<file path="config.mk">
export PLATFORM = sky130hd
export DESIGN_NAME = uart_rx_cfg
export DESIGN_NICKNAME = d
export VERILOG_FILES = /design/src/rtl/uart_pkg.sv /design/src/rtl/uart_rx_sync.sv /design/src/rtl/uart_rx_cfg.sv
export SDC_FILE = /design/constraint.sdc
export NUM_CORES = 1
export LEC_CHECK = 0
export ABC_CLOCK_PERIOD_IN_PS = 3600
export CAP_MARGIN = 20
export CELL_PAD_IN_SITES_DETAIL_PLACEMENT = 1
export CELL_PAD_IN_SITES_GLOBAL_PLACEMENT = 2
export CORE_MARGIN = 2
export CORE_UTILIZATION = 31
export CTS_CLUSTER_SIZE = 30
export DETAILED_ROUTE_END_ITERATION = 8
export GPL_ROUTABILITY_DRIVEN = 0
export GPL_TIMING_DRIVEN = 0
export HOLD_SLACK_MARGIN = 0.05
export PLACE_DENSITY_LB_ADDON = 0.1
export SETUP_SLACK_MARGIN = 0.2
export SLEW_MARGIN = 20
export SYNTH_ARGS = -nofsm -noshare
export SYNTH_HDL_FRONTEND = slang
export SYNTH_HIERARCHICAL = 1
export SYNTH_SLANG_ARGS = --single-unit
export TNS_END_PERCENT = 20
</file>
<file path="constraint.sdc">
create_clock -name clk -period 3.6 [get_ports clk]
set_clock_uncertainty 0.2 [all_clocks]
set_input_delay 0.36 -clock clk [delete_from_list [all_inputs] [get_ports clk]]
set_output_delay 0.36 -clock clk [all_outputs]
set_load 0.01 [all_outputs]
</file>
<file path="src/rtl/uart_pkg.sv">
// Shared UART receiver definitions: FSM state encoding, parity-mode codes and
// the mapping from the 2-bit data-length code to an actual bit count.
package uart_pkg;

    typedef enum logic [2:0] {
        ST_IDLE     = 3'd0,
        ST_START    = 3'd1,
        ST_DATA     = 3'd2,
        ST_PARITY   = 3'd3,
        ST_STOP     = 3'd4,
        ST_BRK_WAIT = 3'd5
    } rx_state_t;

    localparam logic [1:0] PAR_NONE     = 2'd0;
    localparam logic [1:0] PAR_EVEN     = 2'd1;
    localparam logic [1:0] PAR_ODD      = 2'd2;
    localparam logic [1:0] PAR_NONE_ALT = 2'd3;

    // Code 0..3 selects 5..8 data bits.
    function automatic logic [3:0] dbitsCount(input logic [1:0] code);
        return 4'd5 + {2'b00, code};
    endfunction

    function automatic logic parityEnabled(input logic [1:0] mode);
        return (mode == PAR_EVEN) || (mode == PAR_ODD);
    endfunction

endpackage

</file>
<file path="src/rtl/uart_rx_sync.sv">
// Two-flop synchronizer for the asynchronous serial line. Both flops reset to
// the idle-high level so reset never looks like a start bit.
module uart_rx_sync (
    input  logic clk,
    input  logic rst,
    input  logic i_async,
    output logic o_sync
);

    logic r_meta;
    logic r_sync;

    always_ff @(posedge clk or posedge rst) begin
        if (rst) begin
            r_meta <= 1'b1;
            r_sync <= 1'b1;
        end else begin
            r_meta <= i_async;
            r_sync <= r_meta;
        end
    end

    assign o_sync = r_sync;

endmodule

</file>
<file path="src/rtl/uart_rx_cfg.sv">
// Configurable oversampling UART receiver with parity/frame/break detection
// and a valid/ready output register that flags overruns.
module uart_rx_cfg
    import uart_pkg::*;
#(
    parameter int OVS      = 16,
    parameter int MAXDBITS = 8
) (
    input  logic                clk,
    input  logic                rst,
    input  logic                s_tick,
    input  logic                rx,
    input  logic [1:0]          cfg_dbits,
    input  logic [1:0]          cfg_parity,
    input  logic                cfg_stop2,
    output logic [MAXDBITS-1:0] dout,
    output logic                rx_valid,
    input  logic                rx_ready,
    output logic                parity_err,
    output logic                frame_err,
    output logic                break_det,
    output logic                overrun
);

    localparam int TW = $clog2(OVS);
    localparam int BW = (MAXDBITS > 1) ? $clog2(MAXDBITS) : 1;
    localparam logic [TW-1:0] TICK_LAST = TW'(OVS - 1);
    localparam logic [TW-1:0] TICK_MID  = TW'(OVS / 2 - 1);

    logic w_rxs;

    rx_state_t r_state;
    rx_state_t w_stateNext;

    logic [TW-1:0]       r_tickCnt,  w_tickNext;
    logic [BW-1:0]       r_bitCnt,   w_bitNext;
    logic [MAXDBITS-1:0] r_data,     w_dataNext;
    logic [1:0]          r_shDbits,  w_shDbitsNext;
    logic [1:0]          r_shParity, w_shParityNext;
    logic                r_shStop2,  w_shStop2Next;
    logic                r_parBit,   w_parBitNext;
    logic                r_perrPend, w_perrNext;
    logic                r_ferrPend, w_ferrNext;
    logic                r_brkPend,  w_brkNext;
    logic                r_lineSeen;
    logic                w_load;
    logic                w_lastBit;

    logic [MAXDBITS-1:0] r_dout;
    logic                r_rxValid;
    logic                r_parityErr;
    logic                r_frameErr;
    logic                r_breakDet;
    logic                r_overrun;

    uart_rx_sync u_sync (
        .clk     (clk),
        .rst     (rst),
        .i_async (rx),
        .o_sync  (w_rxs)
    );

    assign w_lastBit = (int'(r_bitCnt) == int'(dbitsCount(r_shDbits)) - 1);

    always_ff @(posedge clk or posedge rst) begin
        if (rst) begin
            r_state <= ST_IDLE;
        end else begin
            r_state <= w_stateNext;
        end
    end

    always_comb begin
        w_stateNext    = r_state;
        w_tickNext     = r_tickCnt;
        w_bitNext      = r_bitCnt;
        w_dataNext     = r_data;
        w_shDbitsNext  = r_shDbits;
        w_shParityNext = r_shParity;
        w_shStop2Next  = r_shStop2;
        w_parBitNext   = r_parBit;
        w_perrNext     = r_perrPend;
        w_ferrNext     = r_ferrPend;
        w_brkNext      = r_brkPend;
        w_load         = 1'b0;

        case (r_state)
            ST_IDLE: begin
                // A start only counts once the line has been seen idle since reset.
                if (!w_rxs && r_lineSeen) begin
                    w_stateNext    = ST_START;
                    w_tickNext     = '0;
                    w_bitNext      = '0;
                    w_dataNext     = '0;
                    w_shDbitsNext  = cfg_dbits;
                    w_shParityNext = cfg_parity;
                    w_shStop2Next  = cfg_stop2;
                    w_parBitNext   = 1'b0;
                    w_perrNext     = 1'b0;
                    w_ferrNext     = 1'b0;
                    w_brkNext      = 1'b0;
                end
            end

            ST_START: begin
                if (s_tick) begin
                    if (r_tickCnt == TICK_MID) begin
                        w_tickNext  = '0;
                        w_stateNext = w_rxs ? ST_IDLE : ST_DATA;
                    end else begin
                        w_tickNext = r_tickCnt + TW'(1);
                    end
                end
            end

            ST_DATA: begin
                if (s_tick) begin
                    if (r_tickCnt == TICK_LAST) begin
                        w_tickNext           = '0;
                        w_dataNext[r_bitCnt] = w_rxs;
                        if (w_lastBit) begin
                            w_bitNext   = '0;
                            w_stateNext = parityEnabled(r_shParity) ? ST_PARITY : ST_STOP;
                        end else begin
                            w_bitNext = r_bitCnt + BW'(1);
                        end
                    end else begin
                        w_tickNext = r_tickCnt + TW'(1);
                    end
                end
            end

            ST_PARITY: begin
                if (s_tick) begin
                    if (r_tickCnt == TICK_LAST) begin
                        w_tickNext   = '0;
                        w_parBitNext = w_rxs;
                        w_perrNext   = (^r_data) ^ w_rxs ^ (r_shParity == PAR_ODD);
                        w_stateNext  = ST_STOP;
                    end else begin
                        w_tickNext = r_tickCnt + TW'(1);
                    end
                end
            end

            ST_STOP: begin
                // r_bitCnt doubles as the stop-bit index here (0 = first stop).
                if (s_tick) begin
                    if (r_tickCnt == TICK_LAST) begin
                        w_tickNext = '0;
                        if (!w_rxs) begin
                            w_ferrNext = 1'b1;
                        end
                        if (r_bitCnt == '0) begin
                            w_brkNext = (r_data == '0) && !r_parBit && !w_rxs;
                        end
                        if (!r_shStop2 || (r_bitCnt != '0)) begin
                            w_load      = 1'b1;
                            w_bitNext   = '0;
                            w_stateNext = w_rxs ? ST_IDLE : ST_BRK_WAIT;
                        end else begin
                            w_bitNext = BW'(1);
                        end
                    end else begin
                        w_tickNext = r_tickCnt + TW'(1);
                    end
                end
            end

            ST_BRK_WAIT: begin
                if (w_rxs) begin
                    w_stateNext = ST_IDLE;
                end
            end

            default: begin
                w_stateNext = ST_IDLE;
            end
        endcase
    end

    always_ff @(posedge clk or posedge rst) begin
        if (rst) begin
            r_tickCnt  <= '0;
            r_bitCnt   <= '0;
            r_data     <= '0;
            r_shDbits  <= '0;
            r_shParity <= '0;
            r_shStop2  <= 1'b0;
            r_parBit   <= 1'b0;
            r_perrPend <= 1'b0;
            r_ferrPend <= 1'b0;
            r_brkPend  <= 1'b0;
            r_lineSeen <= 1'b0;
        end else begin
            r_tickCnt  <= w_tickNext;
            r_bitCnt   <= w_bitNext;
            r_data     <= w_dataNext;
            r_shDbits  <= w_shDbitsNext;
            r_shParity <= w_shParityNext;
            r_shStop2  <= w_shStop2Next;
            r_parBit   <= w_parBitNext;
            r_perrPend <= w_perrNext;
            r_ferrPend <= w_ferrNext;
            r_brkPend  <= w_brkNext;
            if (w_rxs) begin
                r_lineSeen <= 1'b1;
            end
        end
    end

    // A new word always wins; overrun records that the previous one was unread.
    always_ff @(posedge clk or posedge rst) begin
        if (rst) begin
            r_dout      <= '0;
            r_rxValid   <= 1'b0;
            r_parityErr <= 1'b0;
            r_frameErr  <= 1'b0;
            r_breakDet  <= 1'b0;
            r_overrun   <= 1'b0;
        end else if (w_load) begin
            r_dout      <= r_data;
            r_rxValid   <= 1'b1;
            r_parityErr <= w_perrNext;
            r_frameErr  <= w_ferrNext;
            r_breakDet  <= w_brkNext;
            r_overrun   <= r_rxValid && !rx_ready;
        end else if (r_rxValid && rx_ready) begin
            r_rxValid <= 1'b0;
        end
    end

    assign dout       = r_dout;
    assign rx_valid   = r_rxValid;
    assign parity_err = r_parityErr;
    assign frame_err  = r_frameErr;
    assign break_det  = r_breakDet;
    assign overrun    = r_overrun;

endmodule
</file>
==> run_results.csv, run 1 <==
group,metric,value,unit
status,status,"completed",
routing,wl,5510,um
cells_and_area,final_cell_area,2690,um^2
timing,setup_viol,0,
die,core_area,6910,um^2
critical_path,cp.arrival,2570,ps
die,io_pins,23,
cells_and_area,area_delta_synth_final,20.2,%
yosys,syn_inst,235,
global_routing,antenna_found_initial,0,
yosys,ys_seq_elements,43,
die,rows,30,
global_routing,grt_pass1_vias,1747,
clocking,cts_made_buffers,5,
cells_and_area,final_layout_size_suffix_gt1_share,10.5,%
placed_design,portBuffers,22,
routing,dr.first_iter.drc_count,84,
cells_and_area,final_cell_mix,"dfrtp_1 (41), nand2_1 (30), o21ai_0 (29), clkdlybuf4s50_1 (22)",
timing,hold_slack,164,ps
cells_and_area,finalNonFillerCells,362,
clocking,clk_path_buf_depth,2,
clocking,worstSkewPairLatency,300,ps
clocking,cts_post_setup_buffers_inserted,0,
routing,dr.pass1.iters,4,
clocking,cts.clk_slew.worst_paths,100,ps
critical_path,crit_path_max_fanout,10,
routing,dr_total_vias,1747,
yosys,synth_cell_type_count,46,
die,die_w,89,um
yosys,ys.flop_type,"dfrtp_1",
yosys,synthArstFlopShare,100,%
routing,avgRoutedWirePerCell,15.2,um
global_routing,grt-ovfl-total,0,
critical_path,end_kind,"flop",
placed_design,placed_cell_area,2600,um^2
timing,hold_violations,0,
cells_and_area,antenna_cells,0,
clocking,cts.sinks,43,
critical_path,worstPathCellList,"clkbuf_1 -> inv_1 -> ha_1 -> and3b_1 -> or3_1 -> buf_2 -> mux2_2",
yosys,syn_nets,253,
yosys,synth_area_leader_cell,"dfrtp_1",
timing,fmax,388,MHz
die,fp.dieArea,7920,um^2
clocking,cts_tree,"built",
critical_path,critPathSlowestCell,"or3_1",
placed_design,post-dp-hpwl,4040,um
timing,relSlewSlack,65.3,%
timing,finalSetupTns,0,ps
critical_path,critPathRequiredTime,3600,ps
critical_path,startpoint_type,"flop",
routing,viasPerCell,4.83,
yosys,synth.avg_cell_area,9.53,um^2
cells_and_area,final_common_cell,"dfrtp_1",
timing,slew_viol_final,0,
global_routing,grt_pass1_wl,9250,um
yosys,synth.cell_area,2240,um^2
yosys,synth_area_leaders,"dfrtp_1 (46%), o21ai_0 (6.5%), nand2_1 (5.0%)",
clocking,root_buffer,"clkbuf_8",
routing,post-route-drc-count,0,
routing,ant_nets,0,
critical_path,critical-path-max-stage-delay,430,ps
power,peakVddDrop,0.182,mV
timing,setup_ws,1030,ps
global_routing,grt_max_degree,29,
power,power.leakage,1.17,nW
clocking,ctsHoldBuffers,0,
yosys,yosysSeqAreaShare,48.2,%
timing,worstMarginPinSlew,514,ps
placed_design,dp_worst_setup_slack,1010,ps
timing,grt_setup_unrepaired,"no",
placed_design,dp_cells,354,
clocking,cts_resized,0,
critical_path,path_class,"flop to flop",
yosys,synth-edff-count,0,
die,initial_utilization,32.4,%
clocking,h-tree-depth,2,
timing,min_period,2570,ps
yosys,netlist.area_leader.share,45.8,%
hold_path,hold_class,"input pin to asynchronous set/reset pin",
die,die-height,89,um
cells_and_area,fin_nets,283,
global_routing,grtUsageTotal,15.5,%
yosys,ys_warn_count,6,
timing,post-route-period-util,71.5,%
power,power_density,603,nW/um^2
flow_run,maxCapViolations,0,
==> cell type report <==
type                       count  area (um^2)
sequential                    43         1080
buffer                        11         51.3
timing repair buffer          23          240
clock buffer                   5         68.8
multi-input combinational    163         1040
tap                           96          120
fill                         822         4210
inverter                      18         67.6
clock inverter                 3         23.8
==> worst max-delay path: cells and delay by family, from the launching register on <==
family,cells,cell delay (ps)
fa+ha+maj,1,240
buf+inv,3,720
flops,1,400
mux,1,280
simple gates,2,620
==> cells by family after synthesis <==
logic type / Yosys count / share of synthesized area (%)
buffers and inverters: 29 / 5.31
and+or+nand+nor: 79 / 17.7
adders and majority gates: 9 / 4.92
xor gates and xnor gates: 8 / 3.13
DFF: 43 / 48.2
muxes: 8 / 3.85
AOI/OAI and AO/OA: 59 / 17.0
==> report_power, final <==
group	switching (mW)	internal [mW]	leakage, nW	total (mW)
sequential	0.0630	0.558	0.570	0.621
clock	0.191	0.139	0.0408	0.330
combinational	0.402	0.270	0.556	0.672
==> flip-flops by register name, indices dropped and copies added, names as in the netlist, 2 cells and up <==
signal / count
dout: 8
r_data: 8
r_tickCnt: 4
r_bitCnt: 3
r_state: 3
r_shDbits: 2
r_shParity: 2
==> synthesized netlist by cell type (all sizes together), types with 2 or more instances <==
cell type	count
dfstp	2
nand2b	4
a22o	2
or3	2
a21oi	6
nor3	2
nor2	17
a31oi	6
o31ai	5
nor3b	2
and3	4
o21ai	30
mux2	5
clkbuf	8
buf	3
mux2i	3
nand2	30
or2	2
dfrtp	41
xnor2	7
nor4b	2
ha	8
nand4	4
nand3	3
inv	18
a31o	2
==> per-stage QoR <==
stage	power, mW	util [%]
final	1.62	39.0
after global placement	1.30	37.4
after CTS	1.65	39.0
after floorplan	1.13	-
after global routing	1.77	39.0
after detailed placement	1.31	37.6
==> metal layers <==
layer  wire length (um)  up-vias  share of wire (%)  global-route usage, %
met4                 81        0                1.5                   4.88
li1                   -      883                  -                      -
met1               2910      839                 53                   22.9
met3                144        5                2.6                   3.05
met5                  0        -                  0                      0
met2               2370       20                 43                   22.8
==> final timing paths <==
| kind | startpoint | end | slack, ps | cells past startpoint |
|---|---|---|---|---|
| max in group asynchronous | rst | dout[7] | 2570 | 3 |
| setup / recovery | r_bitCnt[0] | break_det | 1030 | 7 |
| min in group clk | u_sync/r_meta | u_sync/o_sync | 160 | 0 |
| hold reg to reg | u_sync/r_meta | u_sync/o_sync | 160 | 0 |
| hold / removal | rst | r_data[7] | 160 | 2 |
| setup reg to reg | r_bitCnt[0] | break_det | 1030 | 7 |
Note: power is estimated with default switching activity, not from simulation.
==> run 2, diff against run 1 <==
Settings changed: ABC_CLOCK_PERIOD_IN_PS 3600 to 2600.
Clock period 3.6 ns to 2.6 ns, I/O delays scaled along.
==> run 2 against run 1 <==
Count of clock-buffer cells in the layout unchanged. Utilization up 0.40 points. Largest cell class unchanged. Die area unchanged. Critical endpoint unchanged. Critical path type unchanged. Register-to-register slack worse by 710 ps. Global-route usage up 0.096 points.
==> run_results.csv, run 2 (same netlist as run 1, synthesis figures left out) <==
group,metric,value,unit
die,die-height,89,um
timing,hold_violations,0,
cells_and_area,fin_nets,284,
clocking,cts_tree,"built",
cells_and_area,nFillCells,820,
timing,worstMarginPinSlew,514,ps
critical_path,critPathRequiredTime,2600,ps
timing,grt_setup_unrepaired,"yes",
flow_run,maxCapViolations,0,
cells_and_area,antenna_cells,0,
routing,dr_total_vias,1757,
die,die_w,89,um
clocking,worstSkewPairLatency,300,ps
cells_and_area,final_layout_size_suffix_gt1_share,12.4,%
critical_path,path_class,"flop to flop",
placed_design,placed_cell_area,2600,um^2
timing,min_period,2280,ps
global_routing,grt_pass1_wl,9300,um
global_routing,grtUsageTotal,15.6,%
global_routing,antenna_found_initial,0,
clocking,clk_path_buf_depth,2,
routing,wl,5520,um
clocking,root_buffer,"clkbuf_8",
status,status,"completed",
routing,dr.pass1.iters,4,
timing,relSlewSlack,65.3,%
timing,setup_viol,0,
global_routing,grt_pass1_vias,1749,
critical_path,cp.arrival,2280,ps
die,fp.dieArea,7920,um^2
timing,fmax,439,MHz
hold_path,hold_class,"input pin to asynchronous set/reset pin",
clocking,h-tree-depth,2,
routing,dr.first_iter.drc_count,71,
routing,viasPerCell,4.84,
cells_and_area,final_cell_area,2720,um^2
cells_and_area,final_cell_mix,"dfrtp_1 (41), nand2_1 (30), o21ai_0 (29), clkdlybuf4s50_1 (22)",
critical_path,startpoint_type,"flop",
cells_and_area,final_common_cell,"dfrtp_1",
critical_path,end_kind,"flop",
global_routing,grt-ovfl-total,0,
clocking,ctsHoldBuffers,0,
timing,finalSetupTns,0,ps
die,core_area,6910,um^2
die,initial_utilization,32.4,%
clocking,cts.clk_slew.worst_paths,90,ps
power,peakVddDrop,0.255,mV
timing,slew_viol_final,0,
routing,avgRoutedWirePerCell,15.2,um
power,power.leakage,1.18,nW
cells_and_area,area_delta_synth_final,21.5,%
global_routing,grt_max_degree,29,
clocking,cts_made_buffers,5,
placed_design,post-dp-hpwl,4040,um
routing,post-route-drc-count,0,
routing,ant_nets,0,
die,rows,30,
clocking,cts.sinks,43,
placed_design,portBuffers,22,
die,io_pins,23,
critical_path,crit_path_max_fanout,10,
timing,post-route-period-util,87.7,%
power,power_density,833,nW/um^2
-- run 2: changes by cell type in the layout (fill, tap and decap cells not counted) --
cell	before	now
buf_4	0	2
clkbuf_1	8	6
clkbuf_4	0	2
buf_2	2	1
nor3b_1	2	1
nor3b_2	0	1
or3_1	2	1
or3_4	0	1
-- run 2: path summary, 6_finish.rpt --
check	start	to	slack, ps	cells past startpoint
max in group asynchronous	rst	dout[7]	1670	3
min	rst	r_data[7]	70	2
min reg2reg	u_sync/r_meta	u_sync/o_sync	160	0
max reg2reg	r_bitCnt[0]	break_det	320	7
max	r_bitCnt[0]	break_det	320	7
min in group clk	rx	u_sync/r_meta	160	1
-- run 2: routing by layer --
layer  share of wire (%)  vias up  track usage, %
li1                    -      881               -
met1                  52      853            22.9
met3                 2.3        5            3.05
met2                  44       18            23.1
met5                   0        -               0
met4                 1.4        0            4.88
-- run 2: power by group --
part / switching (mW) / internal (mW)
sequential: 0.0896 / 0.773
combinational: 0.563 / 0.386
clock: 0.263 / 0.192
total: 0.915 / 1.35
-- run 2: worst max-delay path, cell delays in order (launching register included) --
cell      delay (ps)
dfrtp_1          400
buf_4            190
inv_1             90
ha_1             220
and3b_1          200
or3_4            400
clkbuf_4         200
mux2_2           270
-- run 2: stage by stage --
stage          power, mW  hold slack, ps  cells  utilization, %  setup slack (ps)
6_report            2.27            65.8    363            39.4               320
5_1_grt             2.46            89.9    363            39.4               186
3_5_place_dp        1.82             151    354            37.6              16.3
3_3_place_gp        1.81             146    353            37.4              5.05
2_1_floorplan       1.56           -28.5    235               -               331
4_1_cts             2.30            75.4    362            39.1               205
-- run 2: area by class of cell --
type / instances / area [um^2] / share of cell area, %
clock inverter: 3 / 23.8 / 0.874
tap: 96 / 120 / 4.42
timing repair buffer: 24 / 248 / 9.11
sequential: 43 / 1080 / 39.7
clock buffer: 5 / 68.8 / 2.53
multi-input combinational: 163 / 1050 / 38.7
inverter: 18 / 67.6 / 2.48
buffer: 11 / 61.3 / 2.25
-- run 2: timing repair --
action                     4_1_cts  5_1_grt
setup endpoints to repair       13       10
gates cloned                     0        0
buffers inserted                 0        1
gates resized for setup          3        6
